===== src/rtl/disp_scan_ctrl.sv =====
// disp_scan_ctrl
// Scan sequencer for a 4-digit multiplexed display. It walks the digit-value
// mux select through digits 0..3. Each digit slot has two phases:
//   - a dead-time with all anodes off, to stop ghosting while the mux settles;
//   - an on-time that drives that digit's active-low anode.
// It also provides per-digit masking (latched once per frame), a
// half-brightness dim mode and a one-cycle frame tick.
//
// Ports:
//   clk_i         system clock, rising edge
//   rst_n_i       asynchronous active-low reset
//   en_i          scan enable; dropping it abandons the frame and returns to idle
//   digit_en_i    per-digit enable request, sampled only at frame boundaries
//   dim_i         1 = anode asserted only for the first half of each drive phase
//   sel_o         2-bit select to the digit-value mux, stable for a whole slot
//   anode_n_o     registered active-low anode drive, at most one bit low
//   frame_tick_o  one-cycle pulse after the edge that ends digit 3's slot
module disp_scan_ctrl #(
  parameter int DEAD_CYCLES = 4,
  parameter int ON_CYCLES   = 12496
) (
  input  logic       clk_i,
  input  logic       rst_n_i,
  input  logic       en_i,
  input  logic [3:0] digit_en_i,
  input  logic       dim_i,
  output logic [1:0] sel_o,
  output logic [3:0] anode_n_o,
  output logic       frame_tick_o
);

  localparam int MAXC  = (DEAD_CYCLES > ON_CYCLES) ? DEAD_CYCLES : ON_CYCLES;
  localparam int CNT_W = (MAXC > 1) ? $clog2(MAXC) : 1;

  localparam logic [CNT_W-1:0] DEAD_LAST = CNT_W'(DEAD_CYCLES - 1);
  localparam logic [CNT_W-1:0] ON_LAST   = CNT_W'(ON_CYCLES - 1);
  localparam logic [CNT_W-1:0] ON_HALF   = CNT_W'(ON_CYCLES / 2);

  typedef enum logic [1:0] {
    IDLE  = 2'd0,
    BLANK = 2'd1,
    DRIVE = 2'd2
  } state_e;

  state_e           state_q, state_d;
  logic [CNT_W-1:0] cnt_q, cnt_d;
  logic [1:0]       sel_q, sel_d;
  logic [3:0]       mask_q, mask_d;
  logic             tick_q, tick_d;
  logic [3:0]       anode_n_q, anode_n_d;

  // State register. The anode drive is registered alongside the state, so the
  // output is glitch-free and has no combinational path from any input.
  always_ff @(posedge clk_i or negedge rst_n_i) begin
    if (!rst_n_i) begin
      state_q   <= IDLE;
      cnt_q     <= '0;
      sel_q     <= 2'd0;
      mask_q    <= 4'hF;
      tick_q    <= 1'b0;
      anode_n_q <= 4'hF;
    end else begin
      state_q   <= state_d;
      cnt_q     <= cnt_d;
      sel_q     <= sel_d;
      mask_q    <= mask_d;
      tick_q    <= tick_d;
      anode_n_q <= anode_n_d;
    end
  end

  // Next-state logic.
  always_comb begin
    state_d = state_q;
    cnt_d   = cnt_q;
    sel_d   = sel_q;
    mask_d  = mask_q;
    tick_d  = 1'b0;
    case (state_q)
      IDLE: begin
        if (en_i) begin
          state_d = BLANK;
          cnt_d   = '0;
          sel_d   = 2'd0;
          mask_d  = digit_en_i;
        end
      end
      BLANK: begin
        if (!en_i) begin
          state_d = IDLE;
          cnt_d   = '0;
          sel_d   = 2'd0;
        end else if (cnt_q == DEAD_LAST) begin
          state_d = DRIVE;
          cnt_d   = '0;
        end else begin
          cnt_d = cnt_q + CNT_W'(1);
        end
      end
      DRIVE: begin
        if (!en_i) begin
          state_d = IDLE;
          cnt_d   = '0;
          sel_d   = 2'd0;
        end else if (cnt_q == ON_LAST) begin
          state_d = BLANK;
          cnt_d   = '0;
          sel_d   = sel_q + 2'd1;
          // End of digit 3's slot is the frame boundary: the mask is reloaded
          // only here, so mid-frame enable changes wait for the next frame.
          if (sel_q == 2'd3) begin
            tick_d = 1'b1;
            mask_d = digit_en_i;
          end
        end else begin
          cnt_d = cnt_q + CNT_W'(1);
        end
      end
      default: begin
        state_d = IDLE;
        cnt_d   = '0;
        sel_d   = 2'd0;
      end
    endcase
  end

  // Output decode. It is computed from the next-state values so that the
  // registered anode lines up with the state, count and select it belongs to.
  // DIM is taken live, so a change affects the rest of the current slot.
  always_comb begin
    anode_n_d = 4'hF;
    if ((state_d == DRIVE) && mask_d[sel_d] && (!dim_i || (cnt_d < ON_HALF))) begin
      anode_n_d = ~(4'b0001 << sel_d);
    end
  end

  assign sel_o        = sel_q;
  assign anode_n_o    = anode_n_q;
  assign frame_tick_o = tick_q;

endmodule


===== config.mk =====
export PLATFORM = sky130hd
export DESIGN_NAME = disp_scan_ctrl
export DESIGN_NICKNAME = d
export VERILOG_FILES = /design/src/rtl/disp_scan_ctrl.sv
export SDC_FILE = /design/constraint.sdc
export NUM_CORES = 1
export LEC_CHECK = 0
export ABC_AREA = 0
export CORE_ASPECT_RATIO = 2
export CORE_MARGIN = 3
export CORE_UTILIZATION = 53
export DETAILED_ROUTE_END_ITERATION = 10
export PLACE_DENSITY_LB_ADDON = 0.15
export SLEW_MARGIN = 5
export SYNTH_ARGS = -nofsm -noshare
export SYNTH_HDL_FRONTEND = slang
export SYNTH_SLANG_ARGS = --single-unit
export TNS_END_PERCENT = 50

===== constraint.sdc =====
create_clock -name clk_i -period 2.87 [get_ports clk_i]
set_clock_uncertainty 0.15 [all_clocks]
set_input_delay 0.4305 -clock clk_i [delete_from_list [all_inputs] [get_ports clk_i]]
set_output_delay 0.4305 -clock clk_i [all_outputs]
set_load 0.05 [all_outputs]

==> summary.txt <==
Run status
  • Status: complete, no violations

Synth
  • YS warnings: 0
  • Mux share of post-synthesis cell area: 0.04666
  • Synthesized area per cell: 9.371 um^2
  • Post-synth EDFFs: 0
  • Main combinational cell family by area after synthesis: simple AND/OR/NAND/NOR gates
  • Post-Synth Adder-Cell Area: 0.01436
  • Synth Net Count: 196
  • Synth Flop Type: dfrtp_1
  • Simple-gate share of the synthesized area: 0.2714
  • Gate Count Post-Synth: 186
  • Asr flop ratio synth: 1.000
  • Compound-Gate Fraction of Synth Area: 0.1866
  • Area share of xor/xnor cells in the synthesized design: 0.01005
  • Register area share after synthesis: 0.3934
  • #FFs+latches synth: 27
  • Synth unique cells: 56
  • Cell area after synthesis: 1743 um^2

Floorplan
  • Row Count: 28
  • Die height: 87.10 um
  • Initial Utilization: 0.5718
  • Die width: 46.55 um
  • Core area: 3048 um^2
  • Ports: 15
  • DIE AREA: 4055 um^2

Route
  • DRT iter0 DRCs: 46
  • Routed vias: 1477
  • Routed vias/inst: 6.507
  • DRC viols: 0
  • DR pass1 iterations: 4
  • Routed length per instance: 16.92 um
  • Final ANT Viol Nets: 0
  • Final wirelength: 3.841 mm

Clocking
  • Post-CTS Resized: 0
  • # hold bufs at CTS: 0
  • Clock transition at path regs: 0.09 ns
  • Clock Path Buffers: 2
  • Post-CTS setup buffers: 0
  • CTS Buf Count: 3
  • TritonCTS clock tree: yes
  • Clk sinks: 27
  • Clock root cell: clkbuf_8
  • H-tree Lvls: 1
  • Worst skew pair latency: 0.28 ns

Power and ir drop
  • Clock power frac: 0.312
  • Sequential Power Share: 0.577
  • Net Sw Power: 174.3 uW
  • Maximum VDD drop: 0.0002776 V
  • Switch share: 0.2457
  • Total power per unit cell area: 369.6 nW/um^2
  • Pleak: 0.0007562 uW
  • Int Pwr: 535.1 uW
  • Tot Pwr: 709.4 uW
  • Combinational group share of total power: 0.112

Critical path
  • CP startpoint: cnt_q[9]
  • Worst R2R Start: cnt_q[9]
  • Critical path, cell by cell: or3_4, nor4_4, nor2_1, nor2_2, buf_12, nor3_1, nor3_1, nand4_1
  • Critical path class: register to register
  • Most used cell, CP: nor3_1
  • Cell count of the worst reg-to-reg path: 8
  • Crit-path max FO: 23
  • Reg2reg setup slack: 0.38 ns
  • Setup crit end kind: register
  • CP Launch Type: register
  • CP max stage delay: 0.48 ns
  • CP Data Arrival Time: 2.52 ns
  • Worst r2r dst: anode_n_o[1]
  • Critical Path Slowest Stage Cell: dfrtp_1
  • CP Data Required Time: 2.91 ns

Place
  • Port bufs: 14
  • DP HPWL: 2.932 mm
  • Placer Congestion: 0.9208

STA
  • FMAX: 0.4024 GHz
  • Setup_tns: 0 ns
  • RSZ-0062 raised after global routing: false
  • Min Hold Slack: 0.3706 ns
  • Slew Viols, Final: 0
  • Tcrit/Tclk final: 0.8659
  • Fin. Hold Viols: 0
  • Final min period: 2.485 ns
  • Slew @ Worst Pin: 0.4983 ns
  • Final setup violation count: 0
  • Relative slew margins: 0.6668

Global route
  • Met1 usage: 0.2083
  • Pin count of the biggest net entering global routing: 28
  • Met2 GRT Util: 0.3920
  • Initial antenna violation count: 0
  • Gr busiest metal: met2
  • Global-route wire length before repair: 6.313 mm
  • GRT overflow: 0
  • Number of global-route vias before repair: 1458
  • Total track usage: 0.2098
  • GRT met3 Usage: 0.02070

Run
  • Max-Cap Viols: 0

Finish
  • Area added between synthesis and finish: 10.12%
  • Proportion of layout cells with a drive suffix above 1: 0.1929
  • Diode count: 0
  • Nets: 208

Min path
  • Hold Crit Class: input pin to async pin
==> power by group through the flow <==
| stage | logic, uW | clock network [uW] | registers, uW |
|---|---|---|---|
| 2_1_floorplan | 52.0 | 0 | 412 |
| 3_3_place_gp | 78.4 | 0 | 415 |
| 4_1_cts | 80.7 | 223 | 409 |
| 6_report | 79.2 | 221 | 409 |
| 5_1_grt | 87.3 | 239 | 411 |
| 3_5_place_dp | 80.0 | 0 | 416 |
==> worst max-delay path by stage <==
stage | end | depth (start not counted)
floorplan | cnt_q[5] | 9
global placement | anode_n_o[0] | 9
detailed placement | anode_n_o[1] | 8
CTS | anode_n_o[1] | 8
global route | anode_n_o[3] | 9
finish | anode_n_o[1] | 8
==> metrics by stage <==
step	std cells	instance area [um^2]	worst slack [ns]	util
detailed placement	223	1873	0.3551	0.6145
floorplan	186	1743	0.5805	-
CTS	227	1919	0.3875	0.6297
finish	227	1919	0.3849	0.6297
global placement	223	1873	0.4149	0.6145
global route	227	1919	0.1926	0.6297
==> critical path, delay by kind of cell, from the launching register on <==
family	cells	cell delay, ns
buffers and inverters	1	0.18
flip-flops	1	0.48
AND/OR/NAND/NOR	7	1.59
==> cell usage after synthesis, drive strengths merged (2+ instances only) <==
| library cell | n | area, um^2 |
|---|---|---|
| nand4b | 2 | 17.52 |
| nand3 | 9 | 50.05 |
| nor3b | 2 | 25.02 |
| and3 | 2 | 13.77 |
| nand4 | 5 | 31.28 |
| o41ai | 3 | 26.28 |
| or3 | 3 | 30.03 |
| nand2 | 16 | 60.06 |
| a21oi | 8 | 43.79 |
| mux2 | 5 | 71.32 |
| or2 | 2 | 12.51 |
| clkbuf | 10 | 77.57 |
| nor2b | 6 | 37.54 |
| buf | 4 | 35.03 |
| a211oi | 2 | 15.01 |
| dfstp | 8 | 210.2 |
| nor4 | 2 | 27.53 |
| dfrtp | 19 | 475.5 |
| nor3 | 5 | 25.02 |
| nand2b | 2 | 12.51 |
| ha | 2 | 25.02 |
| o31ai | 7 | 52.55 |
| inv | 6 | 22.52 |
| nor2 | 13 | 51.30 |
| o22ai | 3 | 18.77 |
| a31oi | 3 | 18.77 |
| o21ai | 17 | 88.84 |
| and2 | 3 | 18.77 |
| and4 | 2 | 17.52 |
==> state kept, by name, indices dropped and copies added, names as in the netlist <==
signal / flops
frame_tick_o: 1
state_q: 2
cnt_q: 14
sel_o: 2
mask_q: 4
anode_n_o: 4
==> routing by layer <==
layer / routed length [um] / vias up
met3: 156 / 13
met4: 131 / 0
met5: 0 / -
li1: - / 705
met1: 1370 / 718
met2: 2181 / 41
==> cells in the final DEF (no fill, tap or decap), types with 2 or more instances in the layout <==
| cell type | netlist | layout |
|---|---|---|
| a211oi_1 | 2 | 2 |
| a21oi_1 | 7 | 7 |
| a31oi_1 | 3 | 3 |
| and2_1 | 3 | 3 |
| and4_1 | 2 | 2 |
| buf_4 | 1 | 6 |
| clkbuf_8 | 4 | 3 |
| clkdlybuf4s50_1 | 0 | 14 |
| dfrtp_1 | 19 | 19 |
| dfstp_2 | 8 | 8 |
| ha_1 | 2 | 2 |
| inv_1 | 6 | 6 |
| mux2_4 | 4 | 4 |
| nand2_1 | 16 | 16 |
| nand2b_1 | 2 | 2 |
| nand3_1 | 8 | 8 |
| nand4_1 | 5 | 5 |
| nand4b_1 | 2 | 2 |
| nor2_1 | 12 | 12 |
| nor2b_1 | 6 | 6 |
| nor3_1 | 5 | 5 |
| nor3b_2 | 2 | 2 |
| o21ai_0 | 14 | 14 |
| o21ai_1 | 2 | 2 |
| o22ai_1 | 3 | 3 |
| o31ai_1 | 7 | 7 |
| o41ai_1 | 3 | 3 |
| or2_2 | 2 | 2 |
| or3_4 | 2 | 2 |
==> area by class of cell <==
cell class                 count  area, um^2
fill                         252        1129
multi-input combinational    139       922.1
sequential                    27       685.7
timing repair buffer          21       205.2
tap                           30       37.54
clock inverter                 1       5.005
clock buffer                   3       41.29
inverter                       6       22.52
==> kinds of logic after synthesis <==
| family | count (synthesis) |
|---|---|
| simple gates | 79 |
| compound gates | 50 |
| flops | 27 |
| buf+inv | 20 |
| mux | 6 |
| xor+xnor | 2 |
| fa+ha+maj | 2 |
No activity file was read; power rests on OpenSTA's default activity.
